[config.mk]
export PLATFORM = sky130hd
export DESIGN_NAME = vga_scan_gen
export DESIGN_NICKNAME = d
export VERILOG_FILES = /design/src/rtl/vga_scan_gen.sv
export SDC_FILE = /design/constraint.sdc
export NUM_CORES = 1
export LEC_CHECK = 0
export CORE_ASPECT_RATIO = 1.75
export CORE_MARGIN = 5
export CORE_UTILIZATION = 50
export CTS_BUF_LIST = sky130_fd_sc_hd__clkbuf_8
export CTS_CLUSTER_DIAMETER = 200
export DETAILED_ROUTE_END_ITERATION = 7
export DONT_BUFFER_PORTS = 1
export PLACE_DENSITY = 0.77
export SETUP_SLACK_MARGIN = 0.5
export SLEW_MARGIN = 40
export SYNTH_ARGS = -nofsm -noshare
export SYNTH_HDL_FRONTEND = slang
export SYNTH_SLANG_ARGS = --single-unit
export TNS_END_PERCENT = 30
[constraint.sdc]
create_clock -name Clk -period 1.8 [get_ports Clk]
set_input_delay 0.27 -clock Clk [delete_from_list [all_inputs] [get_ports Clk]]
set_output_delay 0.27 -clock Clk [all_outputs]
set_load 0.1 [all_outputs]
[src/rtl/vga_scan_gen.sv]
// vga_scan_gen: VGA raster timing generator (640x480@60 by default).
// Divides Clk down to a pixel enable, runs the horizontal/vertical scan
// counters and decodes sync, blanking and line/frame strobes.
//
// Ports:
//   Clk          system clock
//   Reset        synchronous, active-high
//   pix_en       pixel enable, high one Clk in every PIX_DIV
//   DrawX/DrawY  raw scan counts (including blanking)
//   VGA_HS/VS    active-low syncs, registered with the counts
//   blank_n      high inside the visible region
//   line_end     one-Clk pulse on the last pixel of each line
//   frame_end    one-Clk pulse on the last pixel of each frame
//   frame_count  frames completed since reset, 8-bit wrap
module vga_scan_gen #(
    parameter int unsigned PIX_DIV = 2,
    parameter int unsigned H_VIS   = 640,
    parameter int unsigned H_FP    = 16,
    parameter int unsigned H_SYNC  = 96,
    parameter int unsigned H_BP    = 48,
    parameter int unsigned V_VIS   = 480,
    parameter int unsigned V_FP    = 10,
    parameter int unsigned V_SYNC  = 2,
    parameter int unsigned V_BP    = 33
) (
    input  logic       Clk,
    input  logic       Reset,
    output logic       pix_en,
    output logic [9:0] DrawX,
    output logic [9:0] DrawY,
    output logic       VGA_HS,
    output logic       VGA_VS,
    output logic       blank_n,
    output logic       line_end,
    output logic       frame_end,
    output logic [7:0] frame_count
);

    localparam int unsigned H_TOTAL  = H_VIS + H_FP + H_SYNC + H_BP;
    localparam int unsigned V_TOTAL  = V_VIS + V_FP + V_SYNC + V_BP;
    localparam int unsigned HS_START = H_VIS + H_FP;
    localparam int unsigned HS_END   = HS_START + H_SYNC;
    localparam int unsigned VS_START = V_VIS + V_FP;
    localparam int unsigned VS_END   = VS_START + V_SYNC;
    localparam int unsigned DIV_W    = (PIX_DIV > 1) ? $clog2(PIX_DIV) : 1;

    logic [DIV_W-1:0] div_cnt;
    logic [9:0]       h_nxt;
    logic [9:0]       v_nxt;
    logic             hs_nxt;
    logic             vs_nxt;
    logic             blank_nxt;
    logic [7:0]       fc_nxt;

    // Pixel divider; with PIX_DIV=1 the counter is pinned at 0 and pix_en stays high.
    always_ff @(posedge Clk) begin
        if (Reset || (div_cnt == DIV_W'(PIX_DIV - 1))) begin
            div_cnt <= '0;
        end else begin
            div_cnt <= div_cnt + DIV_W'(1);
        end
    end

    assign pix_en    = (div_cnt == DIV_W'(PIX_DIV - 1));
    assign line_end  = pix_en && (DrawX == 10'(H_TOTAL - 1));
    assign frame_end = line_end && (DrawY == 10'(V_TOTAL - 1));

    // Next scan position; syncs/blank decode from the updated counts so they
    // change on the same edge as DrawX/DrawY.
    always_comb begin
        h_nxt     = DrawX;
        v_nxt     = DrawY;
        hs_nxt    = VGA_HS;
        vs_nxt    = VGA_VS;
        blank_nxt = blank_n;
        fc_nxt    = frame_count;

        if (pix_en) begin
            if (DrawX == 10'(H_TOTAL - 1)) begin
                h_nxt = '0;
                if (DrawY == 10'(V_TOTAL - 1)) begin
                    v_nxt = '0;
                end else begin
                    v_nxt = DrawY + 10'd1;
                end
            end else begin
                h_nxt = DrawX + 10'd1;
            end
            hs_nxt    = !((h_nxt >= 10'(HS_START)) && (h_nxt < 10'(HS_END)));
            vs_nxt    = !((v_nxt >= 10'(VS_START)) && (v_nxt < 10'(VS_END)));
            blank_nxt = (h_nxt < 10'(H_VIS)) && (v_nxt < 10'(V_VIS));
        end

        if (frame_end) begin
            fc_nxt = frame_count + 8'd1;
        end
    end

    // Scan state registers.
    always_ff @(posedge Clk) begin
        if (Reset) begin
            DrawX       <= '0;
            DrawY       <= '0;
            VGA_HS      <= 1'b1;
            VGA_VS      <= 1'b1;
            blank_n     <= 1'b1;
            frame_count <= '0;
        end else begin
            DrawX       <= h_nxt;
            DrawY       <= v_nxt;
            VGA_HS      <= hs_nxt;
            VGA_VS      <= vs_nxt;
            blank_n     <= blank_nxt;
            frame_count <= fc_nxt;
        end
    end

endmodule

## Word level (Yosys, flattened, before mapping)

Index checks and enable logic that the tools add are counted.
Widths: inputs -> output; s select.

- Memories: 0
- Register bits after elaboration: 32
- Logic and storage cells: 32
- Bits in latches: 0
- Output and inout bits: 34
- Input port bits: 2
- Bits in read-only memories: 0
- RAM bits: 0

- Shift-type cells: 0
- Equal/unequal tests: 2
- Bitwise logic cells: 0
- Order comparisons: 6
- Div/mod/pow operators: 0
- Multiplexer cells: 5
- Reductions and logical operators: 8
- Add/subtract/negate cells: 4
- $mul: 0

Operators with widths:

| kind | number |
|---|---|
| $mux 10 | 5 |
| $add 10x1->10 const B | 2 |
| $eq 10x10->1 const B | 2 |
| $lt 10x10->1 const B | 2 |
| $lt 10x9->1 const B | 2 |
| $ge 10x10->1 const B | 1 |
| $ge 10x9->1 const B | 1 |
| $add 8x1->8 const B | 1 |
| $logic_and 1x1->1 | 5 |
| $logic_not 1->1 | 2 |
| $add 1x1->1 const B | 1 |
| $logic_or 1x1->1 | 1 |

## Longest topological paths before layout

- Depth after elaboration: 7
- Mapped depth: 8
- Gate-level depth less buffers: 7

## Worst setup path before layout

OpenSTA, ideal clock, no wires.

- Path kind: register to output
- From: register DrawX[0]
- To: output frame_end
- Buffers on the path: 0
- Slack: -1.659 ns
- Required time: 1.530 ns
- Arrival: 3.189 ns
- Stages on the path, launching flop included: 5
- Cell sequence: dfxtp_1 -> ha_1 -> and3_1 -> nand4_2 -> nor2_1

- Word-level cells in the longest chain between the ends: 3

Ends and longest elaborated chain:

| element | line | RTL |
|---|---|---|
| start, declared | 29 | `output logic [9:0] DrawX,` |
| start signal, assigned | 109 | `DrawX <= h_nxt;` |
| $eq 10x10->1 | 65 | `assign line_end = pix_en && (DrawX == 10'(H_TOTAL - 1));` |
| $logic_and 1x1->1 | 65 |  |
| $logic_and 1x1->1 | 66 | `assign frame_end = line_end && (DrawY == 10'(V_TOTAL - 1));` |
| end, declared | 35 | `output logic frame_end,` |

Every way passes these cells.

## Worst setup path in the final report

- From: register DrawY[0]
- To: register frame_count[6]

- Word-level cells in the longest chain between the ends: 2

Ends and longest elaborated chain:

| element | line | RTL |
|---|---|---|
| start, declared | 30 | `output logic [9:0] DrawY,` |
| start signal, assigned | 110 | `DrawY <= v_nxt;` |
| $eq 10x10->1 | 66 |  |
| $logic_and 1x1->1 | 66 |  |
| end signal, assigned | 114 | `frame_count <= fc_nxt;` |
| end, declared | 36 | `output logic [7:0] frame_count` |

Every way passes these cells.
A chain may end at the register's enable or synchronous reset.

==> impl_metrics.py <==
metrics = {
    "status": {
        "status": "finished, violations left",
        "failing_checks": "negative setup slack",
    },
    "clocking": {
        "clock-root-buffer": "sky130_fd_sc_hd__clkbuf_8",
        "ctsHtreeMaxLevel": 2,
        "cts_tree": "done",
        "cts_hold_buffers": 0,
        "clkSlewWorstSetupHoldPaths_ns": 0.07,
        "numCtsBuffers": 5,
        "cts.path.max_buffers": 2,
        "clkLatencyLatePin_ns": 0.29,
        "cts_num_sinks": 32,
    },
    "setup_path": {
        "critPathRequiredTime_ns": 1.98,
        "timing_worst_setup_path_type": "reg -> reg",
        "kind_of_capture_point_of_the_worst_setup_path": "flip-flop",
        "slowest_stage": "sky130_fd_sc_hd__or4_4",
        "critical_path_peak_fanout": 2,
        "critical_path_arrival_ns": 2.25,
        "ff2ff_setup_slack_ns": -0.27,
        "start_kind": "flip-flop",
        "largest_stage_delay_worst_path_ns": 0.49,
        "crit_chain": "inv_4 > ha_4 > nor4b_4 > nand4_1 > buf_4 > or4_4 > xor2_1 > nor2_1",
    },
    "sta": {
        "max_clock_freq_mhz": 484,
        "final_critical_path_setup_slack_ns": -0.267,
        "worstMarginPinSlew_ns": 0.457,
        "grt_setup_unrepaired": "true",
        "timing.setup.tns_ns": -1.65,
        "final_hold_viol_count": 0,
        "setup-violations-final": 20,
        "final_max_slew_viol_count": 0,
        "timing.final.crit_period_ns": 2.07,
        "fin_worst_hold_slack_ns": 0.0218,
        "timing.final.crit_share_pct": 115,
        "clock_skew_ns": 0.0101,
        "max-slew-margin-rel_pct": 68.8,
    },
    "final_layout": {
        "layout.cells.most_common": "sky130_fd_sc_hd__buf_4",
        "final_cell_mix": "sky130_fd_sc_hd__buf_4, sky130_fd_sc_hd__nor2_1, sky130_fd_sc_hd__buf_6",
        "diodes": 0,
        "nets": 315,
        "areaGrowthSynthToFinish_pct": 68.0,
        "final_layout_size_suffix_gt1_share_pct": 52.8,
    },
    "global_routing": {
        "initial_antenna_violation_count": 0,
        "grt_max_degree": 27,
        "first_pass_grt_wire_length_um": 11300,
        "grt_use_total_pct": 27.3,
        "grt_pass1_vias": 2325,
        "residual_overflow_from_global_routing": 0,
    },
    "detailed_routing": {
        "wire_per_inst_um": 25.4,
        "drtAntennaViolNets": 0,
        "overall_routed_net_length_um": 9010,
        "drt-initial-drc-count": 347,
        "routed-via-count": 2487,
        "drc_errors": 0,
        "avgViaCountPerCell": 7.01,
        "count_of_tritonroute_iterations_in_the_first_routing_pass": 6,
    },
    "pwr": {
        "power_density_mw_per_mm2": 478,
        "sw_share_pct": 28.9,
        "vdd_drop_max_v": 0.000664,
        "total_leakage_power_nw": 1.23,
        "intPower_mw": 1.10,
        "clock_power_share_pct": 41.4,
        "pwr-share-comb_pct": 11.7,
        "total_power_mw": 1.54,
        "switching_power_uw": 447,
        "sequentialPowerShare_pct": 46.8,
    },
    "placed_design": {
        "place.port_buffers": 0,
        "hpwl_detailed_um": 4230,
        "gp_congestion": 0.913,
    },
    "yosys": {
        "dominantRegCellSynth": "sky130_fd_sc_hd__dfxtp_1",
        "mean_cell_area_of_the_mapped_netlist_um2": 8.14,
        "synth_cell_type_count": 49,
        "synth_async_sr_flop_share_pct": 0,
        "synth_area_mm2": 0.00192,
        "synth_top_area_cell": "sky130_fd_sc_hd__dfxtp_1",
        "ys_ff_latch": 32,
        "synth-warning-count": 0,
        "synthesis.instances": 236,
        "synth_enable_flop_cells": 0,
        "seq_area_frac_synth_pct": 33.3,
        "mappedNetlistNets": 243,
        "synth_area_leaders": "sky130_fd_sc_hd__dfxtp_1, sky130_fd_sc_hd__nor2_1, sky130_fd_sc_hd__xnor2_1",
        "synth_top_area_share_pct": 33.3,
    },
    "die": {
        "die_height_um": 92.0,
        "die_area_mm2": 0.00523,
        "core-area_mm2": 0.00366,
        "top_level_ports": 36,
        "initial_utilization_pct": 52.4,
        "row_count": 29,
        "overall_die_width_um": 56.9,
    },
    "flow_run": {
        "maxCapViolCount": 0,
    },
    "worst_hold_path": {
        "worst_hold_path_type": "in -> reg",
    },
}
worst max-delay path, delay by kind of cell, from the launching register on:
family,cells,cell delay (ns)
xor+xnor,1,0.21
fa+ha+maj,1,0.12
buf+inv,2,0.26
flops,1,0.36
simple gates,4,1.01
cells in the mapped netlist, types with 4 or more instances:
library cell / instances
sky130_fd_sc_hd__nor2_1: 33
sky130_fd_sc_hd__dfxtp_1: 32
sky130_fd_sc_hd__nand3_1: 16
sky130_fd_sc_hd__nand4_1: 15
sky130_fd_sc_hd__nand2_1: 11
sky130_fd_sc_hd__xnor2_1: 11
sky130_fd_sc_hd__a21oi_1: 10
sky130_fd_sc_hd__buf_2: 9
sky130_fd_sc_hd__nor4_1: 9
sky130_fd_sc_hd__and3_1: 7
sky130_fd_sc_hd__inv_1: 7
sky130_fd_sc_hd__xor2_1: 6
sky130_fd_sc_hd__a31oi_1: 5
sky130_fd_sc_hd__ha_1: 5
sky130_fd_sc_hd__mux2i_1: 5
sky130_fd_sc_hd__clkbuf_1: 4
per-stage QoR:
step	area [um2]	cells	setup slack, ns	utilization, %
2_1_floorplan	2100	236	-0.203	-
3_3_place_gp	2480	321	0.0530	67.7
3_5_place_dp	2480	321	-0.0859	67.7
4_1_cts	2940	342	-0.120	80.2
5_1_grt	3230	355	-0.383	88.1
6_report	3230	355	-0.267	88.1
repair_timing:
| item | in CTS | in global routing |
|---|---|---|
| endpoints found under the setup margin | 36 | 43 |
| pin swaps | 27 | 31 |
| buffers inserted | 13 | 12 |
| gates resized for setup | 51 | 39 |
| gates cloned | 0 | 1 |
cell type report:
| cell class | count | area [um2] |
|---|---|---|
| Tap cell | 46 | 57.6 |
| Clock inverter | 1 | 3.75 |
| Clock buffer | 7 | 96.3 |
| Fill cell | 154 | 437 |
| Multi-Input combinational cell | 180 | 1500 |
| Sequential cell | 32 | 714 |
| Timing Repair Buffer | 82 | 825 |
| Inverter | 7 | 35.0 |
registers in the layout (all words and copies together) (netlist names):
| name | flops |
|---|---|
| DrawX | 10 |
| pix_en | 1 |
| frame_count | 8 |
| VGA_VS | 1 |
| blank_n | 1 |
| VGA_HS | 1 |
| DrawY | 10 |
final timing paths:
kind | depth (start not counted) | to | from
setup / recovery | 8 | frame_count[6] | DrawY[0]
hold / removal | 1 | DrawY[1] | Reset
setup reg to reg | 8 | frame_count[6] | DrawY[0]
hold reg to reg | 2 | VGA_VS | VGA_VS
cell families after synthesis:
group           count (synthesis)  share of synthesized area [%]
simple gates                  115                           33.5
compound gates                 38                           13.5
flops                          32                           33.3
buf+inv                        24                           6.12
xor+xnor                       17                           7.75
mux                             5                           2.60
fa+ha+maj                       5                           3.26
metal layers:
metal | GRT usage [%] | up-vias | part of all wire (%)
met5 | 0 | - | 0
met4 | 18.6 | 0 | 7.7
met3 | 7.16 | 75 | 9.9
met2 | 47.1 | 247 | 48
met1 | 28.2 | 1149 | 34
li1 | - | 1016 | -
power by group through the flow:
stage / clock network, mW / logic [mW] / registers [mW]
after CTS: 0.621 / 0.160 / 0.718
final: 0.639 / 0.181 / 0.723
after detailed placement: 0 / 0.149 / 0.734
after floorplan: 0 / 0.0494 / 0.804
after global routing: 0.668 / 0.189 / 0.725
after global placement: 0 / 0.147 / 0.733
Note: power is estimated with default switching activity, not from simulation.
==> RTL change: new RTL, same flow settings <==
`PIX_DIV`: 2 -> 4.
--- a/src/rtl/vga_scan_gen.sv
+++ b/src/rtl/vga_scan_gen.sv
@@ -15,3 +15,3 @@
 module vga_scan_gen #(
-    parameter int unsigned PIX_DIV = 2,
+    parameter int unsigned PIX_DIV = 4,
     parameter int unsigned H_VIS   = 640,
Check against the original RTL: not equivalent (a bounded check fails within 4 cycles, from zero or initial values and one cycle with Reset high).
==> RTL change against the original RTL <==
- the flow still finishes with violations (setup timing)
- total power is 0.46% lower
- count of clock-buffer cells in the layout decreased by 2
- synthesized cell count is 6.8% higher
- design area shrank 3.3%
- wire length shrank 18%
- worst setup slack worse by 0.029 ns
- sequential cell count is 1 higher
- first-iteration DRC count down 55%
- area after synthesis up 6.2%
- highest routed layer unchanged
==> RTL change: results (changes against the original RTL) <==
| Metric | Value |
|---|---|
| Synthesized area per cell | `8.10 um2 (-0.50%)` |
| Worst path arrival time | `1.83 ns (-0.42 ns)` |
| # nets final | `320 (+1.6%)` |
| Post-Syn Nets | `260 (+7.0%)` |
| M1 WL | `2.42 mm (-21%)` |
| Total power | `1.54 mW (-0.46%)` |
| Setup Skew | `0.0122 ns (+0.00210 ns)` |
| Setup tns final | `-2.16 ns (-0.506 ns)` |
| Iteration-0 DRC Markers | `155 (-55%)` |
| Setup slack after layout | `-0.296 ns (-0.0295 ns)` |
| Metal2 WL | `3.98 mm (-8.5%)` |
| First-pass GRT wire length | `10.6 mm (-6.2%)` |
| # setup viols final | `18 (-10%)` |
| Global placer's final weighted congestion | `0.865 (-5.3%)` |
| P_leak | `1.24 nW (+1.3%)` |
| Status | `finished with violations` |
| DP HPWL | `4.17 mm (-1.4%)` |
| Largest net degree at the start of global routing | `37 (+37%)` |
| Placed insts | `342 (+6.5%)` |
| Sequential share of the synthesized area | `32.4% (-0.98 points)` |
| Via count | `2,329 (-6.4%)` |
| Synth unique cells | `58 (+18%)` |
| Layout cells sized above 1 | `46.3% (-6.4 points)` |
| Drt pass-1 iters | `4 (-2)` |
| Post-synth ARST share | `0% (unchanged)` |
| Failing checks | `setup timing` |
| DR WL met3 | `498 um (-44%)` |
| Top cells by area, synth | `dfxtp_1 32%, nor2_1 5.1%, xnor2_1 3.9%, ha_1 3.7%, nand2_1 3.5%` |
| Non-filler cells, final | `361 (+1.7%)` |
| Post-synth top cells | `33 x dfxtp_1, 28 x nor2_1, 19 x nand2_1` |
| All-layer global routing usage | `25.0% (-2.3 points)` |
## RTL change: changes by cell type after synthesis, sizes merged, moves of 5 or more
cell	delta
nand4	-6
o21ai	+6
nor3	+9
nand3	-7
nand2	+8
nor4	-5
## RTL change: final timing paths
path,cells after the start,end,startpoint,slack [ns]
setup / recovery,7,frame_end,DrawY[0],-0.30
hold / removal,1,DrawX[3],Reset,0.01
setup reg to reg,8,frame_count[4],DrawY[0],-0.27
hold reg to reg,1,div_cnt[0],div_cnt[0],0.45
## RTL change: through the flow
stage	hold slack [ns]	area, um2	worst slack (ns)
3_5_place_dp	0.334	2590	-0.101
3_3_place_gp	0.332	2590	-0.0966
6_report	0.0143	3120	-0.296
4_1_cts	0.0174	2930	-0.174
5_1_grt	0.0172	3120	-0.339
2_1_floorplan	0.402	2170	-0.373
## RTL change: logic make-up after synthesis
kind of cell             share of synthesized area [%]
AO/OA/AOI/OAI                                     15.0
XOR/XNOR                                          6.01
adder cells (fa/ha/maj)                           3.68
buffers and inverters                             6.01
flip-flops                                        32.4
multiplexers                                      1.59
AND/OR/NAND/NOR                                   35.4
## RTL change: critical path, cell delays in order, from the launching register on
cell and delay [ns]:
dfxtp_4 0.36, inv_4 0.06, ha_4 0.13, and4bb_2 0.28, nand4_1 0.20, buf_6 0.19, nor2_4 0.11, buf_12 0.18
## RTL change: power by group
part | switching, mW | internal (mW)
sequential | 0.00996 | 0.713
combinational | 0.0680 | 0.0308
clock | 0.306 | 0.408
total | 0.384 | 1.15
## RTL change: area by class of cell
class	count	area, um2	area share, %
multi-input cells	192	1480	47.4
inverters	9	51.3	1.64
repair buffers	71	686	22.0
well taps	48	60.1	1.92
clock buffers	5	68.8	2.20
flip-flops and latches	33	734	23.5
clock inverters	3	41.3	1.32
## RTL change: repair_timing
item | CTS | global route
endpoints found under the setup margin | 38 | 44
gates resized for setup | 45 | 35
buffers inserted | 7 | 4
pin swaps | 31 | 24
## RTL change: per-layer routing
layer,track usage [%],vias up
li1,-,1042
met1,24.7,1113
met2,45.0,125
met3,5.20,49
met4,17.0,0
met5,0,-
